$ cat config.mk
export PLATFORM = sky130hd
export DESIGN_NAME = cordic_quadrant_restore_flat
export DESIGN_NICKNAME = d
export VERILOG_FILES = /design/src/rtl/cordic_quadrant_restore_if.sv /design/src/rtl/cordic_quadrant_restore.sv /design/src/flat_wrapper.sv
export SDC_FILE = /design/constraint.sdc
export NUM_CORES = 1
export LEC_CHECK = 0
export ABC_AREA = 0
export ABC_CLOCK_PERIOD_IN_PS = 3400
export BUFFER_PORTS_ARGS = -buffer_cell sky130_fd_sc_hd__buf_2
export CORE_ASPECT_RATIO = 1.4
export CORE_UTILIZATION = 45
export CTS_CLUSTER_SIZE = 40
export DETAILED_ROUTE_END_ITERATION = 7
export SYNTH_ARGS = -nofsm -noshare
export SYNTH_HDL_FRONTEND = slang
export SYNTH_SLANG_ARGS = --single-unit
$ cat constraint.sdc
create_clock -name clk -period 3.4 [get_ports clk]
set_clock_uncertainty 0.1 [all_clocks]
set_input_delay 0.17 -clock clk [delete_from_list [all_inputs] [get_ports clk]]
set_output_delay 0.17 -clock clk [all_outputs]
set_load 0.005 [all_outputs]
$ cat src/rtl/cordic_quadrant_restore_if.sv
// Bundle of the sample-in, result-out and status signals of the quadrant
// restore stage. The master side drives samples and consumes results.
// The slave side is the restore stage itself.
interface cordic_quadrant_restore_if #(
  parameter int DATA_WIDTH        = 16,
  parameter int DEG_OUT_WIDTH     = 17,
  parameter int SECTOR_FLAG_WIDTH = 2,
  parameter int FIFO_DEPTH        = 4
);
  logic [DATA_WIDTH-1:0]          degree_in;
  logic [DATA_WIDTH-1:0]          x_in;
  logic [DATA_WIDTH-1:0]          y_in;
  logic [SECTOR_FLAG_WIDTH-1:0]   sector_in;
  logic                           arctan_en_in;
  logic                           valid_in;
  logic                           overflow_clr;
  logic [DEG_OUT_WIDTH-1:0]       degree_out;
  logic [DATA_WIDTH-1:0]          x_out;
  logic [DATA_WIDTH-1:0]          y_out;
  logic                           arctan_en_out;
  logic                           valid_out;
  logic                           ready_in;
  logic [$clog2(FIFO_DEPTH):0]    level;
  logic                           overflow;

  modport master (
    output degree_in, x_in, y_in, sector_in, arctan_en_in, valid_in,
           overflow_clr, ready_in,
    input  degree_out, x_out, y_out, arctan_en_out, valid_out, level, overflow
  );

  modport slave (
    input  degree_in, x_in, y_in, sector_in, arctan_en_in, valid_in,
           overflow_clr, ready_in,
    output degree_out, x_out, y_out, arctan_en_out, valid_out, level, overflow
  );
endinterface

$ cat src/rtl/cordic_quadrant_restore.sv
// CORDIC post-stage: undoes the upstream sector fold on x/y (rotation mode)
// or on the angle (vectoring mode), then queues results in a small
// show-ahead FIFO. The pipeline cannot stall, so a push into a full FIFO
// without a simultaneous pop drops the word and raises a sticky flag.
module cordic_quadrant_restore #(
  parameter int DATA_WIDTH        = 16,
  parameter int DEG_OUT_WIDTH     = 17,
  parameter int FRAC_WIDTH        = 8,
  parameter int SECTOR_FLAG_WIDTH = 2,
  parameter int FIFO_DEPTH        = 4
) (
  input  logic                         clk,
  input  logic                         reset,
  cordic_quadrant_restore_if.slave     bus
);
  localparam int AW  = $clog2(FIFO_DEPTH);
  localparam int LW  = AW + 1;
  localparam int DW1 = DEG_OUT_WIDTH + 1;
  localparam int WW  = DEG_OUT_WIDTH + 2 * DATA_WIDTH + 1;

  localparam logic signed [DW1-1:0] DEG_90  = DW1'(32'sd90  * (32'sd1 <<< FRAC_WIDTH));
  localparam logic signed [DW1-1:0] DEG_180 = DW1'(32'sd180 * (32'sd1 <<< FRAC_WIDTH));
  localparam logic signed [DW1-1:0] DEG_360 = DW1'(32'sd360 * (32'sd1 <<< FRAC_WIDTH));
  localparam logic [AW-1:0]         PTR_ONE  = AW'(1'b1);
  localparam logic [LW-1:0]         LVL_ONE  = LW'(1'b1);
  localparam logic [LW-1:0]         LVL_FULL = LW'(FIFO_DEPTH);
  localparam logic [LW-1:0]         LVL_ZERO = LW'(1'b0);

  // Two's-complement negate that maps the most negative code to the most positive.
  function automatic logic [DATA_WIDTH-1:0] neg_sat(input logic [DATA_WIDTH-1:0] a);
    if (a == {1'b1, {(DATA_WIDTH-1){1'b0}}}) begin
      neg_sat = {1'b0, {(DATA_WIDTH-1){1'b1}}};
    end else begin
      neg_sat = -a;
    end
  endfunction

  logic signed [DW1-1:0]      deg_ext;
  logic signed [DW1-1:0]      deg_sum;
  logic signed [DW1-1:0]      deg_wrap;
  logic [DEG_OUT_WIDTH-1:0]   corr_deg;
  logic [DATA_WIDTH-1:0]      corr_x;
  logic [DATA_WIDTH-1:0]      corr_y;

  logic                       s1_valid;
  logic [WW-1:0]              s1_word;

  logic [WW-1:0]              mem [FIFO_DEPTH];
  logic [AW-1:0]              wr_ptr;
  logic [AW-1:0]              rd_ptr;
  logic [LW-1:0]              level_q;
  logic                       overflow_q;
  logic                       full;
  logic                       pop;
  logic                       wr_en;
  logic                       drop;
  logic [WW-1:0]              head;

  // Sector-fold correction of the incoming sample.
  always_comb begin
    deg_ext  = {{(DW1-DATA_WIDTH){bus.degree_in[DATA_WIDTH-1]}}, bus.degree_in};
    deg_sum  = deg_ext;
    deg_wrap = deg_ext;
    corr_deg = deg_ext[DEG_OUT_WIDTH-1:0];
    corr_x   = bus.x_in;
    corr_y   = bus.y_in;
    if (bus.arctan_en_in) begin
      case (bus.sector_in)
        2'd1:    deg_sum = deg_ext + DEG_90;
        2'd2:    deg_sum = deg_ext + DEG_180;
        2'd3:    deg_sum = deg_ext - DEG_90;
        default: deg_sum = deg_ext;
      endcase
      // Fold the angle back into (-180, 180].
      if (deg_sum > DEG_180) begin
        deg_wrap = deg_sum - DEG_360;
      end else if (deg_sum <= -DEG_180) begin
        deg_wrap = deg_sum + DEG_360;
      end else begin
        deg_wrap = deg_sum;
      end
      corr_deg = deg_wrap[DEG_OUT_WIDTH-1:0];
    end else begin
      case (bus.sector_in)
        2'd1: begin
          corr_x = neg_sat(bus.y_in);
          corr_y = bus.x_in;
        end
        2'd2: begin
          corr_x = neg_sat(bus.x_in);
          corr_y = neg_sat(bus.y_in);
        end
        2'd3: begin
          corr_x = bus.y_in;
          corr_y = neg_sat(bus.x_in);
        end
        default: begin
          corr_x = bus.x_in;
          corr_y = bus.y_in;
        end
      endcase
    end
  end

  // Stage-1 register: corrected word plus its valid bit.
  always_ff @(posedge clk) begin
    if (reset) begin
      s1_valid <= 1'b0;
      s1_word  <= '0;
    end else begin
      s1_valid <= bus.valid_in;
      if (bus.valid_in) begin
        s1_word <= {corr_deg, corr_x, corr_y, bus.arctan_en_in};
      end else begin
        s1_word <= s1_word;
      end
    end
  end

  assign full  = (level_q == LVL_FULL);
  assign pop   = (level_q != LVL_ZERO) & bus.ready_in;
  assign wr_en = s1_valid & (~full | pop);
  assign drop  = s1_valid & full & ~pop;

  // FIFO pointers and occupancy; a pop on a full FIFO frees the slot for a same-cycle push.
  always_ff @(posedge clk) begin
    if (reset) begin
      wr_ptr  <= '0;
      rd_ptr  <= '0;
      level_q <= '0;
    end else begin
      if (wr_en) wr_ptr <= wr_ptr + PTR_ONE;
      else       wr_ptr <= wr_ptr;
      if (pop)   rd_ptr <= rd_ptr + PTR_ONE;
      else       rd_ptr <= rd_ptr;
      case ({wr_en, pop})
        2'b10:   level_q <= level_q + LVL_ONE;
        2'b01:   level_q <= level_q - LVL_ONE;
        default: level_q <= level_q;
      endcase
    end
  end

  // FIFO storage; contents are only visible while level is non-zero.
  always_ff @(posedge clk) begin
    if (wr_en && !reset) begin
      mem[wr_ptr] <= s1_word;
    end
  end

  // Sticky overflow: a new drop outranks a clear in the same cycle.
  always_ff @(posedge clk) begin
    if (reset) begin
      overflow_q <= 1'b0;
    end else if (drop) begin
      overflow_q <= 1'b1;
    end else if (bus.overflow_clr) begin
      overflow_q <= 1'b0;
    end else begin
      overflow_q <= overflow_q;
    end
  end

  assign head = mem[rd_ptr];

  // Show-ahead output: head word while non-empty, zeros otherwise.
  always_comb begin
    bus.degree_out    = '0;
    bus.x_out         = '0;
    bus.y_out         = '0;
    bus.arctan_en_out = 1'b0;
    if (level_q != LVL_ZERO) begin
      {bus.degree_out, bus.x_out, bus.y_out, bus.arctan_en_out} = head;
    end else begin
      bus.arctan_en_out = 1'b0;
    end
  end

  assign bus.valid_out = (level_q != LVL_ZERO);
  assign bus.level     = level_q;
  assign bus.overflow  = overflow_q;

endmodule

$ cat src/flat_wrapper.sv
// flat-port wrapper written by rule: the top's interface ports become plain ports
module cordic_quadrant_restore_flat 
#(
  parameter int DATA_WIDTH        = 16,
  parameter int DEG_OUT_WIDTH     = 17,
  parameter int FRAC_WIDTH        = 8,
  parameter int SECTOR_FLAG_WIDTH = 2,
  parameter int FIFO_DEPTH        = 4
)
  (clk, reset, bus_degree_in, bus_x_in, bus_y_in, bus_sector_in, bus_arctan_en_in, bus_valid_in, bus_overflow_clr, bus_ready_in, bus_degree_out, bus_x_out, bus_y_out, bus_arctan_en_out, bus_valid_out, bus_level, bus_overflow);
  cordic_quadrant_restore_if #(.DATA_WIDTH(DATA_WIDTH), .DEG_OUT_WIDTH(DEG_OUT_WIDTH), .SECTOR_FLAG_WIDTH(SECTOR_FLAG_WIDTH), .FIFO_DEPTH(FIFO_DEPTH)) bus_i ();
  input  logic clk;
  input  logic reset;
  input wire logic [$bits(bus_i.degree_in)-1:0] bus_degree_in;
  input wire logic [$bits(bus_i.x_in)-1:0] bus_x_in;
  input wire logic [$bits(bus_i.y_in)-1:0] bus_y_in;
  input wire logic [$bits(bus_i.sector_in)-1:0] bus_sector_in;
  input wire logic [$bits(bus_i.arctan_en_in)-1:0] bus_arctan_en_in;
  input wire logic [$bits(bus_i.valid_in)-1:0] bus_valid_in;
  input wire logic [$bits(bus_i.overflow_clr)-1:0] bus_overflow_clr;
  input wire logic [$bits(bus_i.ready_in)-1:0] bus_ready_in;
  output wire logic [$bits(bus_i.degree_out)-1:0] bus_degree_out;
  output wire logic [$bits(bus_i.x_out)-1:0] bus_x_out;
  output wire logic [$bits(bus_i.y_out)-1:0] bus_y_out;
  output wire logic [$bits(bus_i.arctan_en_out)-1:0] bus_arctan_en_out;
  output wire logic [$bits(bus_i.valid_out)-1:0] bus_valid_out;
  output wire logic [$bits(bus_i.level)-1:0] bus_level;
  output wire logic [$bits(bus_i.overflow)-1:0] bus_overflow;
  assign bus_i.degree_in = bus_degree_in;
  assign bus_i.x_in = bus_x_in;
  assign bus_i.y_in = bus_y_in;
  assign bus_i.sector_in = bus_sector_in;
  assign bus_i.arctan_en_in = bus_arctan_en_in;
  assign bus_i.valid_in = bus_valid_in;
  assign bus_i.overflow_clr = bus_overflow_clr;
  assign bus_i.ready_in = bus_ready_in;
  assign bus_degree_out = bus_i.degree_out;
  assign bus_x_out = bus_i.x_out;
  assign bus_y_out = bus_i.y_out;
  assign bus_arctan_en_out = bus_i.arctan_en_out;
  assign bus_valid_out = bus_i.valid_out;
  assign bus_level = bus_i.level;
  assign bus_overflow = bus_i.overflow;
  cordic_quadrant_restore #(.DATA_WIDTH(DATA_WIDTH), .DEG_OUT_WIDTH(DEG_OUT_WIDTH), .FRAC_WIDTH(FRAC_WIDTH), .SECTOR_FLAG_WIDTH(SECTOR_FLAG_WIDTH), .FIFO_DEPTH(FIFO_DEPTH)) u_core (.clk(clk), .reset(reset), .bus(bus_i));
endmodule
Yosys cells after proc, flatten, opt, wreduce, memory -nomap -nowiden. Memory sizes are Yosys's and may differ from the RTL's. A register that Yosys moved wholly into a read port is not among the register bits. Cells that the tools add are included.

Bitwise operators: 7. $lt $le $gt $ge: 2. $add $sub $neg: 11. Eq/ne operators: 8. Muxes and demuxes: 22. Div/mod/pow operators: 0. Shift-type cells: 0. Multiply operators: 0. Reduce and logical (&&, ||, !) cells: 5.

Operator list (number): 16-bit two-way mux (6); 16-bit one-hot mux with 3 select lines (2); 17-bit two-way mux (4); 18-bit one-hot mux with 3 select lines (1); 16-bit == test, second input constant (2); 16-bit negation (2); 16-bit by 17-bit adder with 18-bit output, second input constant (1); 18-bit by 17-bit > comparator with 1-bit output, second input constant (1); 18-bit by 17-bit <= comparator with 1-bit output, second input constant (1); 18-bit two-way mux (1); 16-bit by 16-bit adder with 17-bit output, second input constant (1); 17-bit adder, second input constant (1); 16-bit by 16-bit subtractor with 17-bit output, second input constant (1); 17-bit subtractor, second input constant (1); 2-bit == test, second input constant (3); 3-bit one-hot mux with 2 select lines (1); 1-bit two-way mux (5); 2-bit by 1-bit adder with 2-bit output, second input constant (2); 1-bit bitwise AND (4); 2-bit by 1-bit == test with 1-bit output, second input constant (2); 2-bit two-way mux (2); 2-bit nonzero test (2); 3-bit by 1-bit adder with 3-bit output, second input constant (1); 3-bit == test, second input constant (1); other kinds (6) (7).

Register bits after elaboration: 59. Memories: 1. Bits in latches: 0. Memory bits (writable): 200. Logic and storage cells: 62. Bits in read-only memories: 0. Output and inout port bits: 55.

Memory list: u_core.mem (depth 4, width 50, read ports 1, clocked after memory_dff 1, write ports 1, line cordic_quadrant_restore.sv:48) `logic [WW-1:0] mem [FIFO_DEPTH];`.

Depth between registers and ports, before layout. Gate-level depths: netlist (run 1).

Depth in word-level cells: 7. Depth in mapped cells: 13. Mapped depth without buffers: 12.

Worst setup path before layout (run 1). Ideal clock, no wire load.

Kind: in2reg. Start: input bus_degree_in[11]. End: register u_core.s1_word[46]. Buffers on the path: 1. Slack: 602 ps. Library setup time: 120 ps. Stages: 11. Data arrival time: 2578 ps. Path through: buf_6 > inv_1 > ha_1 > a211o_1 > and4_1 > a2111oi_1 > nand2_1 > a2111oi_4 > a22oi_2 > and3_1 > o31a_1.

Word-level cells in the longest chain between the ends: 7. Elaborated cells on any way between the ends: 12.

Ends and longest elaborated chain: start: declaration (line flat_wrapper.sv:14) `input wire logic [$bits(bus_i.degree_in)-1:0] bus_degree_in;`; 16-bit by 17-bit adder with 18-bit output, or another cell as far along (line cordic_quadrant_restore.sv:70) `2'd2: deg_sum = deg_ext + DEG_180;`; 18-bit one-hot mux with 3 select lines * (line cordic_quadrant_restore.sv:68) `case (bus.sector_in)`; 18-bit two-way mux * (line cordic_quadrant_restore.sv:67) `if (bus.arctan_en_in) begin`; 17-bit adder or 18-bit by 17-bit <= comparator with 1-bit output (tied branches) (line cordic_quadrant_restore.sv:78, cordic_quadrant_restore.sv:77); 17-bit two-way mux (line cordic_quadrant_restore.sv:77) `end else if (deg_sum <= -DEG_180) begin`; 17-bit two-way mux * (line cordic_quadrant_restore.sv:75) `if (deg_sum > DEG_180) begin`; 17-bit two-way mux * (line cordic_quadrant_restore.sv:67); end signal: assignment (line cordic_quadrant_restore.sv:113) `s1_word <= {corr_deg, corr_x, corr_y, bus.arctan_en_in};`; end signal: assignment (line cordic_quadrant_restore.sv:115) `s1_word <= s1_word;`; end: declaration (line cordic_quadrant_restore.sv:46) `logic [WW-1:0] s1_word;`.

Every way passes the cells marked *; elsewhere a longest branch is shown, timed or not. The select of a mux whose other input is x is not followed. A chain may end at the register's enable or synchronous reset.

Final worst setup path (run 1).
Start: input bus_y_in[7]. End: register u_core.s1_word[6].

Word-level cells in the longest chain between the ends: 4.

Ends and longest elaborated chain: start: declaration (line flat_wrapper.sv:16) `input wire logic [$bits(bus_i.y_in)-1:0] bus_y_in;`; 16-bit == test (line cordic_quadrant_restore.sv:31) `if (a == {1'b1, {(DATA_WIDTH-1){1'b0}}}) begin`; 16-bit two-way mux (line cordic_quadrant_restore.sv:31); 16-bit one-hot mux with 3 select lines (line cordic_quadrant_restore.sv:84) `case (bus.sector_in)`; 16-bit two-way mux (line cordic_quadrant_restore.sv:67).

No other way between the ends.

==> impl_metrics.py, run 1 <==
metrics = {
    "status": {
        "outcome": "complete, no violations",
    },
    "yosys": {
        "ys_top_cells_by_count": "edfxtp_1, nor2_1, dfxtp_1",
        "synthArstFlopShare_pct": 0,
        "ys_warn_count": 0,
        "ys_types": 73,
        "synth_edf_count": 200,
        "ys.flop_type": "edfxtp_1",
        "yosys-top-cells-area": "edfxtp_1, dfxtp_1, mux4_2",
        "syn_nets": 1061,
        "synth_area_um2": 12500,
        "syn_avg_cell_area_um2": 12.6,
        "synthMostInstantiatedCell": "edfxtp_1",
        "ys_seq_area_share_pct": 58.0,
        "ys_ff_latch": 261,
        "yosys.area.top_type": "edfxtp_1",
        "syn-instance-count": 990,
        "synth_top_area_share_pct": 48.2,
    },
    "clock_tree": {
        "numCtsBuffers": 24,
        "cts_setup_buffers": 0,
        "tritoncts": "yes",
        "cts.clk_slew.worst_paths_ns": 0.06,
        "cts.root.buffer_cell": "clkbuf_16",
        "insertion_delay_ns": 0.51,
        "cts_max_level": 1,
        "cts.sinks": 261,
        "clk_path_buf_depth": 3,
    },
    "detailed_routing": {
        "ant_nets": 0,
        "first_iter_violations": 553,
        "vias_per_cell": 5.77,
        "drt-total-wl_um": 30500,
        "vias": 8565,
        "first_pass_iters": 5,
        "routedWlPerCell_um": 20.6,
        "drc": 0,
    },
    "worst_setup_path": {
        "crit_chain": "dlygate4sd3_1 > buf_2 > or4_4 > or3_4 > or3_1 > a31oi_1 > a21oi_1 > a311oi_1 > a21oi_1 > a211oi_2",
        "cp_common_cell": "a21oi_1",
        "r2r_end": "u_core.bus.level[2]$_SDFFE_PP0P_",
        "rrSetupSlack_ns": 0.99,
        "cp.required_ns": 3.72,
        "reg2reg_from": "u_core.bus.level[0]$_SDFFE_PP0P_",
        "cpLargestDelayFamily": "simple AND/OR/NAND/NOR gates",
        "crit_path_top_delay_cell": "or4_4",
        "crit_path_max_fanout": 7,
        "crit_arrival_ns": 3.31,
        "ff2ff_path_depth": 8,
        "end_kind": "register",
        "worst-setup-path-type": "primary input to register",
        "cpPeakStageDelay_ns": 0.58,
        "crit_buf_inv": 2,
        "start_kind": "primary input",
    },
    "place": {
        "gp_congestion": 0.928,
        "pre_cts_ws_ns": 0.196,
        "hpwlAfterDp_um": 20000,
        "portBuffers": 110,
        "placed_cell_area_um2": 13400,
    },
    "min_path": {
        "whs_endpoint": "u_core.s1_word[42]$_SDFFE_PP0P_",
        "hold_path_depth": 4,
        "min_from": "bus_sector_in[0]",
        "holdCritPathClass": "primary input to register",
    },
    "global_route": {
        "grt_use_total_pct": 22.1,
        "grt_overflow_total": 0,
        "grt_max_degree": 62,
        "antenna_found_initial": 1,
        "grt_pass1_vias": 8462,
        "grt_pass1_wl_um": 47700,
    },
    "floorplan": {
        "die_y_um": 199,
        "fp.coreArea_um2": 27000,
        "io_pins": 111,
        "dieArea_um2": 28400,
        "fp-row-count": 71,
        "die_w_um": 143,
        "start_util_pct": 46.2,
    },
    "timing": {
        "maxSlewViolCount": 0,
        "period_needed_ns": 2.99,
        "fin_ws_ns": 0.407,
        "tightest_slew_ns": 0.825,
        "fmax_mhz": 334,
        "tns_ns": 0,
        "setup_viol": 0,
        "post-route-period-util_pct": 88.0,
        "finalHoldViolCount": 0,
        "grt_setup_unrepaired": "false",
        "slew_headroom_pct": 45.0,
    },
    "pwr": {
        "switching_share_pct": 26.4,
        "p_int_mw": 6.40,
        "clock_power_share_pct": 33.9,
        "switching_power_mw": 2.29,
        "finalPower_mw": 8.69,
        "p_per_area_nw_per_um2": 598,
        "p_leak_nw": 5.19,
        "combPwrFrac_pct": 23.0,
        "vdd_ir_drop_max_uv": 356,
        "pwr-share-seq_pct": 43.1,
    },
    "flow_run": {
        "cap_violations": 0,
    },
    "layout": {
        "design_area_um2": 14500,
        "nFillCells": 2337,
        "area_growth_pct": 16.6,
        "drive_above_1_share_pct": 23.0,
        "nNetsFinal": 1171,
        "fin_util_pct": 53.8,
    },
}
## worst register-to-register path, stage by stage, from the launching register on
cell      delay, ns
dfxtp_1        0.34
nor4b_1        0.36
nand2b_1       0.28
ha_1           0.22
inv_1          0.06
fa_1           0.37
xor2_1         0.16
or3_1          0.31
a21oi_1        0.14
## final cells by class
type,count,area (um2),area share (%)
diodes,2,5.00,0.0344
clock buffers,31,688,4.74
clock inverters,13,201,1.39
inverters,25,93.8,0.646
multi-input cells,626,4840,33.3
flip-flops and latches,261,7230,49.8
well taps,365,457,3.14
repair buffers,162,1020,7.01
## through the flow
stage	hold slack, ns	cells
floorplan	0.217	990
global placement	0.326	1418
detailed placement	0.330	1418
CTS	0.0142	1483
global route	0.0462	1483
finish	0.0341	1485
## kinds of logic (layout without fill, tap and decap cells)
| family | Yosys count | count (layout) | synth area share (%) |
|---|---|---|---|
| flip-flops | 261 | 261 | 58.0 |
| adder cells (fa/ha/maj) | 15 | 15 | 1.57 |
| XOR/XNOR | 33 | 33 | 2.32 |
| other | 0 | 2 | 0 |
| AND/OR/NAND/NOR | 294 | 294 | 12.1 |
| multiplexers | 76 | 76 | 11.2 |
| buffers and inverters | 103 | 231 | 3.33 |
| AO/OA/AOI/OAI | 208 | 208 | 11.6 |
## flip-flops by register name (all words and copies together) (netlist names), named ones only
| register | count |
|---|---|
| u_core.s1_word | 50 |
| u_core.wr_ptr | 2 |
| u_core.mem | 200 |
| u_core.bus.level | 3 |
| u_core.rd_ptr | 2 |
| u_core.bus.overflow | 1 |
| u_core.s1_valid | 1 |
## placed cells by master (no fill, tap or decap), drive strengths merged, types with 4 or more instances in the layout
master         n
clkbuf        31
nor2          83
edfxtp       200
a21oi         55
clkinv         6
o21ai         30
nand4          4
and3           6
buf          141
xnor2         19
nor2b          9
dlygate4sd3   21
mux4          50
and2          57
bufinv         5
xor2          14
nor4           9
o31ai          4
nand2b         8
nand3         12
a22oi          7
inv           26
or3           14
o211ai        12
a32oi          5
o221ai        13
a31oi         13
o211a          4
nor3          30
or2            4
a211oi        14
mux2i         23
o22ai         11
dfxtp         61
ha            14
nand2         48
## power by group through the flow
| stage | sequential (mW) | combinational [mW] | clock (mW) |
|---|---|---|---|
| final | 3.74 | 2.00 | 2.95 |
| after CTS | 3.75 | 2.04 | 3.00 |
| after global placement | 3.82 | 2.01 | 0 |
| after detailed placement | 3.82 | 2.02 | 0 |
| after global routing | 3.77 | 2.21 | 3.13 |
| after floorplan | 3.69 | 1.36 | 0 |
## per-layer routing
metal	track usage [%]	routed length [um]	up-vias
met1	29.7	13000	4252
met2	37.2	15100	267
met4	6.85	753	0
met5	0	0	-
li1	-	-	3999
met3	2.99	1670	47
## worst max-delay path by stage
stage	slack [ns]	startpoint	cells after the start	end
2_1_floorplan	0.60	bus_degree_in[11]	11	u_core.s1_word[46]$_SDFFE_PP0P_
3_3_place_gp	0.13	bus_sector_in[0]	9	u_core.s1_word[46]$_SDFFE_PP0P_
3_5_place_dp	0.20	bus_sector_in[0]	9	u_core.s1_word[46]$_SDFFE_PP0P_
4_1_cts	0.40	bus_degree_in[0]	9	u_core.s1_word[46]$_SDFFE_PP0P_
5_1_grt	0.25	bus_degree_in[0]	9	u_core.s1_word[46]$_SDFFE_PP0P_
6_report	0.41	bus_y_in[7]	10	u_core.s1_word[6]$_SDFFE_PP0P_
## repair_timing
item / CTS / global route
endpoints found under the hold margin: 20 / 0
hold buffers: 21 / 0
gates resized for setup: 0 / 0
No activity file was read; power rests on OpenSTA's default activity.
==> run 2, diff against run 1 <==
Settings changed: ABC_AREA 0 to 1, BUFFER_PORTS_ARGS -buffer_cell sky130_fd_sc_hd__buf_2 to default, DONT_BUFFER_PORTS from default to 1.
==> run 2 against run 1 <==
Net effect:
- sequential cell count unchanged
- fmax down 4.3%
- register-to-register slack better by 0.12 ns
- synthesized area down 0.36%
- critical path type unchanged
- critical endpoint is now u_core.s1_word[4]$_SDFFE_PP0P_
==> impl_metrics.py, run 2 <==
metrics = {
    "status": {
        "outcome": "complete, no violations",
    },
    "yosys": {
        "yosys-top-cells-area": "edfxtp_1, dfxtp_1, nor2_1",
        "synth_xor_area_share_pct": 0.846,
        "yosys.area.top_type": "edfxtp_1",
        "syn-instance-count": 1360,
        "ys_types": 40,
        "synth_area_um2": 12400,
        "synth_compound_area_share_pct": 15.1,
        "synthArstFlopShare_pct": 0,
        "syn_avg_cell_area_um2": 9.13,
        "synthMostInstantiatedCell": "nor2_1",
        "synth_edf_count": 200,
        "ys_ff_latch": 261,
        "syn_nets": 1431,
        "synth-simple-area-share_pct": 19.4,
        "ys.flop_type": "edfxtp_1",
        "synth_top_family_by_area": "simple AND/OR/NAND/NOR gates",
        "synthMuxAreaShare_pct": 0,
        "synth-adder-area-share_pct": 1.57,
        "synth_top_area_share_pct": 48.3,
        "ys_top_cells_by_count": "nor2_1, nand2_1, edfxtp_1",
        "ys_warn_count": 0,
        "ys_seq_area_share_pct": 58.2,
    },
    "floorplan": {
        "die_y_um": 199,
        "io_pins": 111,
        "die_w_um": 142,
        "fp-row-count": 71,
        "dieArea_um2": 28300,
        "fp.coreArea_um2": 27000,
        "start_util_pct": 46.0,
    },
    "worst_setup_path": {
        "start_kind": "primary input",
        "cp.required_ns": 3.74,
        "end_kind": "register",
        "crit_arrival_ns": 3.47,
        "worst-setup-path-type": "primary input to register",
        "crit_path_max_fanout": 15,
    },
    "detailed_routing": {
        "vias": 9789,
        "vias_per_cell": 5.47,
        "drt-total-wl_um": 32000,
        "first_pass_iters": 5,
        "ant_nets": 0,
        "first_iter_violations": 560,
        "routedWlPerCell_um": 17.9,
        "drc": 0,
    },
    "min_path": {
        "holdCritPathClass": "primary input to register",
    },
    "clock_tree": {
        "numCtsBuffers": 25,
        "cts.sinks": 261,
        "cts_setup_buffers": 0,
        "postCtsHoldBufs": 76,
        "cts_max_level": 1,
        "cts.clk_slew.worst_paths_ns": 0.07,
        "insertion_delay_ns": 0.51,
        "tritoncts": "yes",
        "cts.root.buffer_cell": "clkbuf_16",
        "cts_resized": 0,
        "clk_path_buf_depth": 3,
    },
    "timing": {
        "slew_headroom_pct": 35.2,
        "finalHoldViolCount": 0,
        "fin_ws_ns": 0.272,
        "post-route-period-util_pct": 92.0,
        "maxSlewViolCount": 0,
        "tightest_slew_ns": 0.971,
        "period_needed_ns": 3.13,
        "fmax_mhz": 320,
        "hold_ws_ns": 0.0377,
        "grt_setup_unrepaired": "false",
        "setup_viol": 0,
    },
    "layout": {
        "area_growth_pct": 16.5,
        "final_common_cell": "nor2_1",
        "largest_register_ffs": 200,
        "layoutNonFillerInstCount": 1791,
        "antenna-diode-count": 0,
        "final_cell_mix": "nor2_1, nand2_1, edfxtp_1, a21oi_1, o21ai_0",
        "nFillCells": 2448,
        "drive_above_1_share_pct": 7.99,
        "largest-register": "u_core.mem",
        "nNetsFinal": 1479,
    },
    "global_route": {
        "grt_pass1_vias": 9501,
        "grt_max_degree": 55,
        "grt_use_total_pct": 23.3,
        "grt_pass1_wl_um": 50900,
        "grt_overflow_total": 0,
        "antenna_found_initial": 1,
    },
    "pwr": {
        "p_per_area_nw_per_um2": 577,
        "vdd_ir_drop_max_uv": 372,
        "finalPower_mw": 8.35,
        "p_leak_nw": 5.34,
    },
    "place": {
        "pre_cts_ws_ns": 0.881,
        "hpwlAfterDp_um": 19900,
        "portBuffers": 0,
        "gp_congestion": 0.897,
        "placed_cells": 1670,
    },
    "flow_run": {
        "cap_violations": 0,
    },
}
## run 2: where the power goes
part / switching, mW / internal, mW / total [mW]
Clock: 1.20 / 1.69 / 2.89
Sequential: 0.0982 / 3.55 / 3.65
Combinational: 1.29 / 0.516 / 1.81
Total: 2.58 / 5.76 / 8.35
## run 2: metal layers
layer | vias up | GRT usage, % | part of all wire, %
met5 | - | 0 | 0
met4 | 0 | 8.16 | 2.8
met3 | 56 | 2.72 | 5.9
met2 | 309 | 40.3 | 49
met1 | 4636 | 29.9 | 43
li1 | 4788 | - | -
## run 2: cell families after synthesis
group | after synthesis
AND/OR/NAND/NOR | 571
XOR/XNOR | 12
adder cells (fa/ha/maj) | 15
buffers and inverters | 157
flip-flops | 261
AO/OA/AOI/OAI | 344
## run 2: layout make-up
| cell class | count | area, um2 | area share, % |
|---|---|---|---|
| Clock buffer | 27 | 643 | 4.44 |
| Multi-Input combinational cell | 942 | 4620 | 31.9 |
| Inverter | 83 | 313 | 2.16 |
| Tap cell | 365 | 457 | 3.16 |
| Timing Repair Buffer | 95 | 986 | 6.81 |
| Clock inverter | 18 | 224 | 1.55 |
| Sequential cell | 261 | 7230 | 50.0 |
## run 2: worst max-delay path: stages
cell and delay [ns]:
dlygate4sd3_1 0.53, inv_1 0.15, ha_1 0.24, nand3_1 0.11, nor2_1 0.11, nand2_1 0.13, nor2_2 0.16, nand3_1 0.50
o21ai_0 0.33, a21oi_1 0.10, o211ai_1 0.14, o211ai_1 0.11, dlygate4sd3_1 0.57, a21oi_1 0.11
## run 2: metrics by stage
step	util (%)	TNS (ns)	cell area, um2
after floorplan	-	-7.99	12400
after global placement	47.5	0	12800
after detailed placement	47.5	0	12800
after CTS	53.6	0	14500
after global routing	53.6	0	14500
final	53.6	0	14500
## run 2: final timing paths
check / slack (ns) / to / depth (start not counted) / start
worst min-delay path: 0.04 / u_core.s1_word[15]$_SDFFE_PP0P_ / 4 / bus_x_in[14]
worst max-delay path: 0.27 / u_core.s1_word[4]$_SDFFE_PP0P_ / 14 / bus_y_in[1]
worst max register to register: 1.11 / u_core.bus.level[2]$_SDFFE_PP0P_ / 11 / u_core.bus.level[0]$_SDFFE_PP0P_
worst min register to register: 0.36 / register / 2 / u_core.rd_ptr[1]$_SDFFE_PP0P_
